[src/rtl/trap_pkg.sv]
// Shared types and constants for the trap unit: FSM states, interrupt codes,
// WARL write masks, plus the RISC-V CSR address macros used by the CSR decode.
`ifndef RISCV_CSR_DEFINES
`define RISCV_CSR_DEFINES
`define CSR_SIE      12'h104
`define CSR_SSCRATCH 12'h140
`define CSR_SEPC     12'h141
`define CSR_SCAUSE   12'h142
`define CSR_STVAL    12'h143
`define CSR_SIP      12'h144
`define CSR_MEDELEG  12'h302
`define CSR_MIDELEG  12'h303
`define CSR_MIE      12'h304
`define CSR_MSCRATCH 12'h340
`define CSR_MEPC     12'h341
`define CSR_MCAUSE   12'h342
`define CSR_MTVAL    12'h343
`define CSR_MIP      12'h344
`endif

package trap_pkg;

    typedef enum logic {
        ST_IDLE  = 1'b0,
        ST_REDIR = 1'b1
    } trap_state_e;

    localparam logic [5:0] IRQ_SSI = 6'd1;
    localparam logic [5:0] IRQ_MSI = 6'd3;
    localparam logic [5:0] IRQ_STI = 6'd5;
    localparam logic [5:0] IRQ_MTI = 6'd7;
    localparam logic [5:0] IRQ_SEI = 6'd9;
    localparam logic [5:0] IRQ_MEI = 6'd11;

    localparam logic [15:0] MIP_WMASK     = 16'h0222;
    localparam logic [15:0] MIE_WMASK     = 16'h0AAA;
    localparam logic [15:0] MIDELEG_WMASK = 16'h0222;
    localparam logic [15:0] MEDELEG_WMASK = 16'hF7FF;

endpackage

[src/rtl/irq_sync.sv]
// Multi-flop synchroniser bringing asynchronous interrupt lines into clk_i.
module irq_sync #(
    parameter int WIDTH  = 4,
    parameter int STAGES = 2
) (
    input  logic             clk_i,
    input  logic             rst_i,
    input  logic [WIDTH-1:0] d_i,
    output logic [WIDTH-1:0] q_o
);

    logic [STAGES-1:0][WIDTH-1:0] r_sync;

    always_ff @(posedge clk_i) begin
        if (rst_i) begin
            r_sync <= '0;
        end else begin
            r_sync[0] <= d_i;
            for (int i = 1; i < STAGES; i++) r_sync[i] <= r_sync[i-1];
        end
    end

    assign q_o = r_sync[STAGES-1];

endmodule

[src/rtl/trap_unit.sv]
// Trap/interrupt CSR block: holds M/S trap CSRs, takes traps from commit,
// presents a redirect to fetch, and selects the highest-priority interrupt.
module trap_unit
    import trap_pkg::*;
#(
    parameter int XLEN        = 64,
    parameter int SYNC_STAGES = 2,
    parameter bit HAS_SMODE   = 1'b1
) (
    input  logic            clk_i,
    input  logic            rst_i,
    input  logic [3:0]      irq_i,
    input  logic [1:0]      priv_i,
    input  logic            mstatus_mie_i,
    input  logic            mstatus_sie_i,
    input  logic            csr_wr_valid_i,
    input  logic [11:0]     csr_wr_idx_i,
    input  logic [XLEN-1:0] csr_wr_data_i,
    input  logic [11:0]     csr_rd_idx_i,
    output logic [XLEN-1:0] csr_rd_data_o,
    output logic            csr_rd_hit_o,
    input  logic            trap_valid_i,
    output logic            trap_ready_o,
    input  logic            trap_async_i,
    input  logic [5:0]      trap_cause_i,
    input  logic [XLEN-1:0] trap_pc_i,
    input  logic [XLEN-1:0] trap_tval_i,
    output logic            redir_valid_o,
    input  logic            redir_ready_i,
    output logic            redir_to_s_o,
    output logic [XLEN-1:0] redir_cause_o,
    output logic            irq_valid_o,
    output logic [5:0]      irq_cause_o
);

    localparam logic [XLEN-1:0] MIP_M     = XLEN'(MIP_WMASK);
    localparam logic [XLEN-1:0] MIE_M     = XLEN'(MIE_WMASK);
    localparam logic [XLEN-1:0] MIDELEG_M = XLEN'(MIDELEG_WMASK);
    localparam logic [XLEN-1:0] MEDELEG_M = XLEN'(MEDELEG_WMASK);

    trap_state_e     r_state, w_state_nxt;
    logic [XLEN-1:0] r_mip_sw, r_mie, r_mideleg, r_medeleg;
    logic [XLEN-1:0] r_mscratch, r_mepc, r_mcause, r_mtval;
    logic [XLEN-1:0] r_sscratch, r_sepc, r_scause, r_stval;
    logic            r_redir_to_s;
    logic [XLEN-1:0] r_redir_cause;
    logic            r_irq_valid;
    logic [5:0]      r_irq_cause;

    logic [3:0]      w_irq_s;
    logic [XLEN-1:0] w_mip, w_sip_wm, w_sie_wm, w_xcause, w_epc;
    logic            w_hs, w_deleg, w_to_s;
    logic [11:0]     w_pend, w_cand;
    logic            w_m_en, w_s_en, w_irq_any;
    logic [5:0]      w_irq_code;

    irq_sync #(.WIDTH(4), .STAGES(SYNC_STAGES)) u_irq_sync (
        .clk_i (clk_i),
        .rst_i (rst_i),
        .d_i   (irq_i),
        .q_o   (w_irq_s)
    );

    // irq_i = {sei,mti,msi,mei} lands on mip bits 9,7,3,11
    assign w_mip = r_mip_sw | XLEN'({w_irq_s[0], 1'b0, w_irq_s[3], 1'b0,
                                     w_irq_s[2], 3'b000, w_irq_s[1], 3'b000});
    assign w_sip_wm = MIP_M & r_mideleg;
    assign w_sie_wm = MIE_M & r_mideleg;

    assign w_hs     = trap_valid_i & (r_state == ST_IDLE);
    assign w_deleg  = trap_async_i ? r_mideleg[trap_cause_i] : r_medeleg[trap_cause_i];
    assign w_to_s   = HAS_SMODE & (priv_i != 2'd3) & w_deleg;
    assign w_xcause = {trap_async_i, {(XLEN-7){1'b0}}, trap_cause_i};
    assign w_epc    = {trap_pc_i[XLEN-1:1], 1'b0};

    always_ff @(posedge clk_i) begin
        if (rst_i) begin
            r_state <= ST_IDLE;
        end else begin
            r_state <= w_state_nxt;
        end
    end

    always_comb begin
        w_state_nxt = r_state;
        case (r_state)
            ST_IDLE:  if (trap_valid_i)  w_state_nxt = ST_REDIR;
            ST_REDIR: if (redir_ready_i) w_state_nxt = ST_IDLE;
            default:  w_state_nxt = ST_IDLE;
        endcase
    end

    always_ff @(posedge clk_i) begin
        if (rst_i) begin
            r_mip_sw      <= '0;
            r_mie         <= '0;
            r_mideleg     <= '0;
            r_medeleg     <= '0;
            r_mscratch    <= '0;
            r_mepc        <= '0;
            r_mcause      <= '0;
            r_mtval       <= '0;
            r_sscratch    <= '0;
            r_sepc        <= '0;
            r_scause      <= '0;
            r_stval       <= '0;
            r_redir_to_s  <= 1'b0;
            r_redir_cause <= '0;
        end else begin
            if (csr_wr_valid_i) begin
                case (csr_wr_idx_i)
                    `CSR_MIP:      r_mip_sw   <= csr_wr_data_i & MIP_M;
                    `CSR_MIE:      r_mie      <= csr_wr_data_i & MIE_M;
                    `CSR_MIDELEG:  if (HAS_SMODE) r_mideleg <= csr_wr_data_i & MIDELEG_M;
                    `CSR_MEDELEG:  if (HAS_SMODE) r_medeleg <= csr_wr_data_i & MEDELEG_M;
                    `CSR_MSCRATCH: r_mscratch <= csr_wr_data_i;
                    `CSR_MEPC:     r_mepc     <= {csr_wr_data_i[XLEN-1:1], 1'b0};
                    `CSR_MCAUSE:   r_mcause   <= csr_wr_data_i;
                    `CSR_MTVAL:    r_mtval    <= csr_wr_data_i;
                    `CSR_SIP: if (HAS_SMODE)
                        r_mip_sw <= (r_mip_sw & ~w_sip_wm) | (csr_wr_data_i & w_sip_wm);
                    `CSR_SIE: if (HAS_SMODE)
                        r_mie <= (r_mie & ~w_sie_wm) | (csr_wr_data_i & w_sie_wm);
                    `CSR_SSCRATCH: if (HAS_SMODE) r_sscratch <= csr_wr_data_i;
                    `CSR_SEPC:     if (HAS_SMODE) r_sepc <= {csr_wr_data_i[XLEN-1:1], 1'b0};
                    `CSR_SCAUSE:   if (HAS_SMODE) r_scause <= csr_wr_data_i;
                    `CSR_STVAL:    if (HAS_SMODE) r_stval  <= csr_wr_data_i;
                    default: ;
                endcase
            end
            // Placed after the CSR write so the trap wins on the target's epc/cause/tval
            if (w_hs) begin
                r_redir_to_s  <= w_to_s;
                r_redir_cause <= w_xcause;
                if (w_to_s) begin
                    r_sepc   <= w_epc;
                    r_scause <= w_xcause;
                    r_stval  <= trap_tval_i;
                end else begin
                    r_mepc   <= w_epc;
                    r_mcause <= w_xcause;
                    r_mtval  <= trap_tval_i;
                end
            end
        end
    end

    always_comb begin
        csr_rd_data_o = '0;
        csr_rd_hit_o  = 1'b0;
        case (csr_rd_idx_i)
            `CSR_MIP:      begin csr_rd_hit_o = 1'b1; csr_rd_data_o = w_mip;      end
            `CSR_MIE:      begin csr_rd_hit_o = 1'b1; csr_rd_data_o = r_mie;      end
            `CSR_MIDELEG:  begin csr_rd_hit_o = 1'b1; csr_rd_data_o = r_mideleg;  end
            `CSR_MEDELEG:  begin csr_rd_hit_o = 1'b1; csr_rd_data_o = r_medeleg;  end
            `CSR_MSCRATCH: begin csr_rd_hit_o = 1'b1; csr_rd_data_o = r_mscratch; end
            `CSR_MEPC:     begin csr_rd_hit_o = 1'b1; csr_rd_data_o = r_mepc;     end
            `CSR_MCAUSE:   begin csr_rd_hit_o = 1'b1; csr_rd_data_o = r_mcause;   end
            `CSR_MTVAL:    begin csr_rd_hit_o = 1'b1; csr_rd_data_o = r_mtval;    end
            `CSR_SIP:      begin csr_rd_hit_o = HAS_SMODE; csr_rd_data_o = w_mip & r_mideleg; end
            `CSR_SIE:      begin csr_rd_hit_o = HAS_SMODE; csr_rd_data_o = r_mie & r_mideleg; end
            `CSR_SSCRATCH: begin csr_rd_hit_o = HAS_SMODE; csr_rd_data_o = r_sscratch; end
            `CSR_SEPC:     begin csr_rd_hit_o = HAS_SMODE; csr_rd_data_o = r_sepc;     end
            `CSR_SCAUSE:   begin csr_rd_hit_o = HAS_SMODE; csr_rd_data_o = r_scause;   end
            `CSR_STVAL:    begin csr_rd_hit_o = HAS_SMODE; csr_rd_data_o = r_stval;    end
            default: ;
        endcase
    end

    assign w_pend = w_mip[11:0] & r_mie[11:0];
    assign w_m_en = (priv_i != 2'd3) | mstatus_mie_i;
    assign w_s_en = (priv_i == 2'd0) | ((priv_i == 2'd1) & mstatus_sie_i);
    assign w_cand = w_pend & ((~r_mideleg[11:0] & {12{w_m_en}}) |
                              ( r_mideleg[11:0] & {12{w_s_en}}));

    always_comb begin
        w_irq_any  = 1'b1;
        w_irq_code = '0;
        if      (w_cand[IRQ_MEI]) w_irq_code = IRQ_MEI;
        else if (w_cand[IRQ_MSI]) w_irq_code = IRQ_MSI;
        else if (w_cand[IRQ_MTI]) w_irq_code = IRQ_MTI;
        else if (w_cand[IRQ_SEI]) w_irq_code = IRQ_SEI;
        else if (w_cand[IRQ_SSI]) w_irq_code = IRQ_SSI;
        else if (w_cand[IRQ_STI]) w_irq_code = IRQ_STI;
        else                      w_irq_any  = 1'b0;
    end

    always_ff @(posedge clk_i) begin
        if (rst_i) begin
            r_irq_valid <= 1'b0;
            r_irq_cause <= '0;
        end else begin
            r_irq_valid <= w_irq_any;
            r_irq_cause <= w_irq_code;
        end
    end

    assign trap_ready_o  = (r_state == ST_IDLE);
    assign redir_valid_o = (r_state == ST_REDIR);
    assign redir_to_s_o  = r_redir_to_s;
    assign redir_cause_o = r_redir_cause;
    // Interrupts are masked for the whole redirect so commit cannot start a second trap
    assign irq_valid_o   = r_irq_valid & (r_state == ST_IDLE);
    assign irq_cause_o   = (r_state == ST_IDLE) ? r_irq_cause : 6'd0;

endmodule

[config.mk]
export PLATFORM = sky130hd
export DESIGN_NAME = trap_unit
export DESIGN_NICKNAME = d
export VERILOG_FILES = /design/src/rtl/trap_pkg.sv /design/src/rtl/irq_sync.sv /design/src/rtl/trap_unit.sv
export SDC_FILE = /design/constraint.sdc
export NUM_CORES = 1
export LEC_CHECK = 0
export ABC_AREA = 0
export CAP_MARGIN = 20
export CORE_UTILIZATION = 40
export DETAILED_ROUTE_END_ITERATION = 8
export GPL_ROUTABILITY_DRIVEN = 1
export MAX_ROUTING_LAYER = met4
export PLACE_DENSITY_LB_ADDON = 0.15
export SLEW_MARGIN = 10
export SYNTH_ARGS = -nofsm -noshare
export SYNTH_HDL_FRONTEND = slang
export SYNTH_SLANG_ARGS = --single-unit
[constraint.sdc]
create_clock -name clk_i -period 5.6 [get_ports clk_i]
set_input_delay 1.12 -clock clk_i [delete_from_list [all_inputs] [get_ports clk_i]]
set_output_delay 1.12 -clock clk_i [all_outputs]
set_load 0.01 [all_outputs]
Word-level counts from Yosys, hierarchy flattened
Index checks and enable logic that the tools add are counted.
{ "op_classes": {"n_eq_ne": 30, "order_cmp": 1, "n_mux": 49, "reduce_logical": 12, "bitwise_logic": 22} }
{ "op_table": {"columns": ["operator", "n"], "rows": [
  ["64-bit two-way mux", 24],
  ["64-bit one-hot mux with 14 select lines", 1],
  ["64-bit one-hot mux with 2 select lines", 2],
  ["64-bit by 10-bit AND with 64-bit output", 3],
  ["12-bit by 10-bit equality test with 1-bit output, second input constant", 16],
  ["12-bit by 9-bit equality test with 1-bit output, second input constant", 12],
  ["64-bit AND", 2],
  ["64-bit bitwise OR", 2],
  ["10-bit NOT with 64-bit output", 1],
  ["64-bit by 12-bit bitwise OR with 64-bit output", 1],
  ["12-bit AND", 3],
  ["4-bit two-way mux", 4],
  ["14-bit OR reduction", 1],
  ["10-bit by 12-bit AND with 12-bit output", 1],
  ["1-bit binary-select mux with 6-bit select", 2],
  ["1-bit two-way mux", 12],
  ["10-bit NOT with 12-bit output", 1],
  ["12-bit bitwise OR", 1],
  ["2-bit AND reduction", 6],
  ["6-bit by 7-bit less-than comparator with 1-bit output, second input constant", 1],
  ["3-bit two-way mux", 2],
  ["6-bit two-way mux", 1],
  ["6-bit OR reduction", 1],
  ["1-bit AND", 4],
  ["8 further kinds", 10]
]} }
{ "word_totals": {"register_bits": 682, "inputBits": 236, "output_inout_bits": 139} }

Logic depth before layout (Yosys ltp)
{ "depth": {"word_depth": 12, "mapped_depth": 9, "ltp_nobuf": 5} }

Cells and area by module
Synthesis repeated with hierarchy kept, for this count alone.
{ "hier_totals": {"hier_cells": 3483, "area_unflattened_um2": 28516.1} }
{ "modules_own_cells": {"columns": ["mod", "seq_area_each_um2", "cells_per_inst", "instances", "area_per_inst_um2"], "rows": [
  ["trap_unit", 11050.6, 3463, 1, 28275.9],
  ["irq_sync", 160.2, 20, 1, 240.2]
]} }

Least setup slack after synthesis
OpenSTA, ideal clock, no wires.
{ "synth_path": {"path_kind": "input to output", "start": "in csr_rd_idx_i[5]", "end": "out csr_rd_data_o[16]", "path_buffers": 3, "setup_slack_ps": 1378, "path_stages": 8, "t_arrival_ps": 3102, "path_cell_list": "or4b_2 > clkbuf_1 > nor2_1 > and3_1 > clkbuf_1 > clkbuf_1 > a22oi_1 > nand3_1"} }
{ "synth_between": {"elab_chain_cells": 2, "elab_cells_between_ends": 15} }
{ "synth_lines": {"columns": ["element", "line", "source"], "rows": [
  ["start: declaration", "trap_unit.sv:19", "input logic [11:0] csr_rd_idx_i,"],
  ["12-bit by 9-bit equality test with 1-bit output / 12-bit by 10-bit equality test with 1-bit output (equally long branches)", "trap_unit.sv:151", "case (csr_rd_idx_i)"],
  ["64-bit one-hot mux with 14 select lines (*)", "trap_unit.sv:151", null],
  ["end: declaration", "trap_unit.sv:20", "output logic [XLEN-1:0] csr_rd_data_o,"]
]} }
Every way passes the cells marked *; elsewhere a longest branch is shown, timed or not.

Worst setup path in the final report
{ "layout_path": {"start": "in csr_rd_idx_i[6]", "end": "out csr_rd_data_o[1]"} }
The elaborated chain is that of the path after synthesis.

==> results.cfg <==
[cts]
cts_made_buffers = 61
htreeDepth = 2
cts_setup_buffers = 0
clock_path_buffers = 3
clock-sinks = 560
clock_latency_ns = 0.64
cts_root_buf = clkbuf_16
cts-resized-gates = 0
tritoncts = yes
hold_buffers = 0
clk_transition_reported_paths_ns = 0.06

[detailed_routing]
wl_per_cell_microns = 25.4
via_count = 27900
drt_iter0_drc = 3564
vias_per_cell = 6.07
firstDrtPassIters = 8
drt_wl_total_mm = 117
ant_nets = 0
drc_errors = 0

[yosys]
yosys_warnings = 0
ys_top_cells_by_area = dfxtp_1 (39%), mux2i_1 (12%), nand2_1 (7.6%)
ys_ff_latch = 560
yosysTopAreaCellShare = 0.390
async_reset_ff_frac = 0
synth_area_sq_um = 28700
syn_area_per_cell_sq_um = 8.17
syn_inst = 3514
synth_seq_area_share = 0.390
synth_edf_count = 0
synth.distinct_cells = 63
synth_top_cell_by_area = dfxtp_1
ys.flop_type = dfxtp_1

[global_routing]
antenna_found_initial = 8
grt_pass1_wl_mm = 174
first_global_vias = 26500
grt_usage = 0.318
grt_max_degree = 185
grt.overflow.total = 0

[floorplan]
core-area_sq_um = 70500
die_x_microns = 270
start_util = 0.407
io_pins = 375
die_area_sq_um = 72900
fp.dieH_microns = 270
num_rows = 97

[timing]
max_freq_mhz = 186
fin_crit_ns = 5.37
setup_viol = 0
slew_headroom = 0.206
tightest_slew_ns = 1.19
fin_crit_sh = 0.959
finalHoldViolations = 0
setup_ws_ns = 0.228
clock_skew_ns = 0.0248
rsz0062_at_grt = no
drv_slew = 0
setup_tns_ns = 0

[pwr]
pwr-share-seq = 0.456
peakVddDrop_uv = 181
p_comb_frac = 0.090
internal-power_mw = 6.75
p_per_area_nw_per_um2 = 263
clkPwrFrac = 0.454
power.leakage_nw = 11.6
p_switching_mw = 2.28
swShare = 0.252

[critical_path]
slowest_delay_ns = 0.84
end_kind = output port
critPathBufInv = 3
cp-start-kind = primary input
cp_max_fo = 38
crit_slowest_cell = or4b_2
critical_path.most_common_cell = clkdlybuf4s50_1
cp_top_family = buffers and inverters
path_cells = clkdlybuf4s50_1, or4b_2, nor4_4, buf_12, a22o_1, a211oi_1, nand3_1, clkdlybuf4s50_1
path_class = primary input to output port
critical_path_arrival_ns = 4.25
cp_data_required_time_ns = 4.48

[cells_and_area]
fillers = 6877
area_growth_pct = 19.5
layout_commonest_cell = nand2_1
drive_above_1_share = 0.0799
nets = 3835
mostFrequentLayoutCells = nand2_1 (577), dfxtp_1 (560), a21oi_1 (361)

[placed_design]
preCtsSetupSlack_ns = 0.272
place_congestion = 0.872
dp_hpwl_mm = 67.6
portBuffers = 314

[hold_path]
hold_class = register to register

[run_status]
status = finished, final reports clean

[job]
drv_cap = 0
-- power groups by stage --
| stage | registers, mW | clock network (mW) | logic [mW] |
|---|---|---|---|
| after detailed placement | 4.20 | 0 | 0.795 |
| after floorplan | 4.19 | 0 | 0.471 |
| after global placement | 4.20 | 0 | 0.793 |
| after global routing | 4.12 | 4.30 | 0.855 |
| final | 4.12 | 4.10 | 0.808 |
| after CTS | 4.11 | 4.14 | 0.798 |
-- state kept, by name, indices dropped and copies added (netlist names), 4 cells and up --
signal	cells
r_mepc	64
u_irq_sync.r_sync	4
r_sscratch	64
r_mie	6
r_stval	64
r_mscratch	64
r_mcause	64
r_irq_cause	4
redir_cause_o	7
r_sepc	64
r_scause	64
r_medeleg	15
r_mtval	64
u_irq_sync.q_o	4
-- kinds of logic (layout without fill, tap and decap cells) --
group / count (synthesis) / count (layout) / synth area share
multiplexers: 403 / 403 / 0.144
AO/OA/AOI/OAI: 891 / 891 / 0.195
other: 1 / 69 / 0.000131
buffers and inverters: 461 / 532 / 0.0774
flip-flops: 560 / 560 / 0.390
AND/OR/NAND/NOR: 1198 / 1198 / 0.193
-- through the flow --
step	cell area, sq um	power [mW]	util	hold slack, ns	instances
final	34300	9.02	0.487	0.448	4593
after global routing	34300	9.27	0.487	0.467	4591
after CTS	34300	9.05	0.486	0.451	4583
after detailed placement	32300	5.00	0.458	0.426	4476
after global placement	32300	4.99	0.458	0.440	4476
after floorplan	28900	4.66	-	0.414	3572
-- synth_stat cells (4+ instances only) --
cell type,number
buf_1,18
a311o_1,9
nor2_1,42
a21oi_1,361
nand3_1,192
nor2b_1,15
a222oi_1,60
mux2_2,53
nand4_1,12
mux2i_1,347
clkbuf_1,266
dfxtp_1,560
nor3b_1,4
a221oi_1,10
a22o_1,5
o32ai_1,5
buf_2,76
inv_1,12
a22oi_1,107
o22ai_1,9
nor3_1,193
a21o_1,129
o21ai_0,160
nand2_1,580
o211ai_1,4
buf_6,18
buf_4,70
or3_1,125
nor4b_1,4
a211oi_1,12
nor4_1,7
-- area by class of cell --
class | count | area [sq um] | area share
multi-input cells | 2551 | 15700 | 0.458
flip-flops and latches | 560 | 11200 | 0.327
repair buffers | 412 | 4170 | 0.121
clock buffers | 92 | 1810 | 0.0528
well taps | 940 | 1180 | 0.0343
clock inverters | 15 | 165 | 0.00481
inverters | 13 | 53.8 | 0.00157
diodes | 10 | 25.0 | 0.000729
-- final timing paths --
check	startpoint	endpoint	slack, ns	depth (start not counted)
worst max-delay path	csr_rd_idx_i[6]	csr_rd_data_o[1]	0.23	8
worst min-delay path	u_irq_sync.r_sync[3]	u_irq_sync.q_o[3]	0.45	1
worst max register to register	r_mideleg[9]	r_mepc[61]	2.56	7
worst min register to register	u_irq_sync.r_sync[3]	u_irq_sync.q_o[3]	0.45	1
-- per-layer routing --
| layer | global-route usage | vias to the layer above | routed length [microns] |
|---|---|---|---|
| li1 | - | 12600 | - |
| met1 | 0.429 | 13500 | 49600 |
| met2 | 0.485 | 1480 | 52700 |
| met3 | 0.0493 | 209 | 11100 |
| met4 | 0.100 | 0 | 3420 |
| met5 | - | - | 0 |
Note: power is estimated with default switching activity, not from simulation.
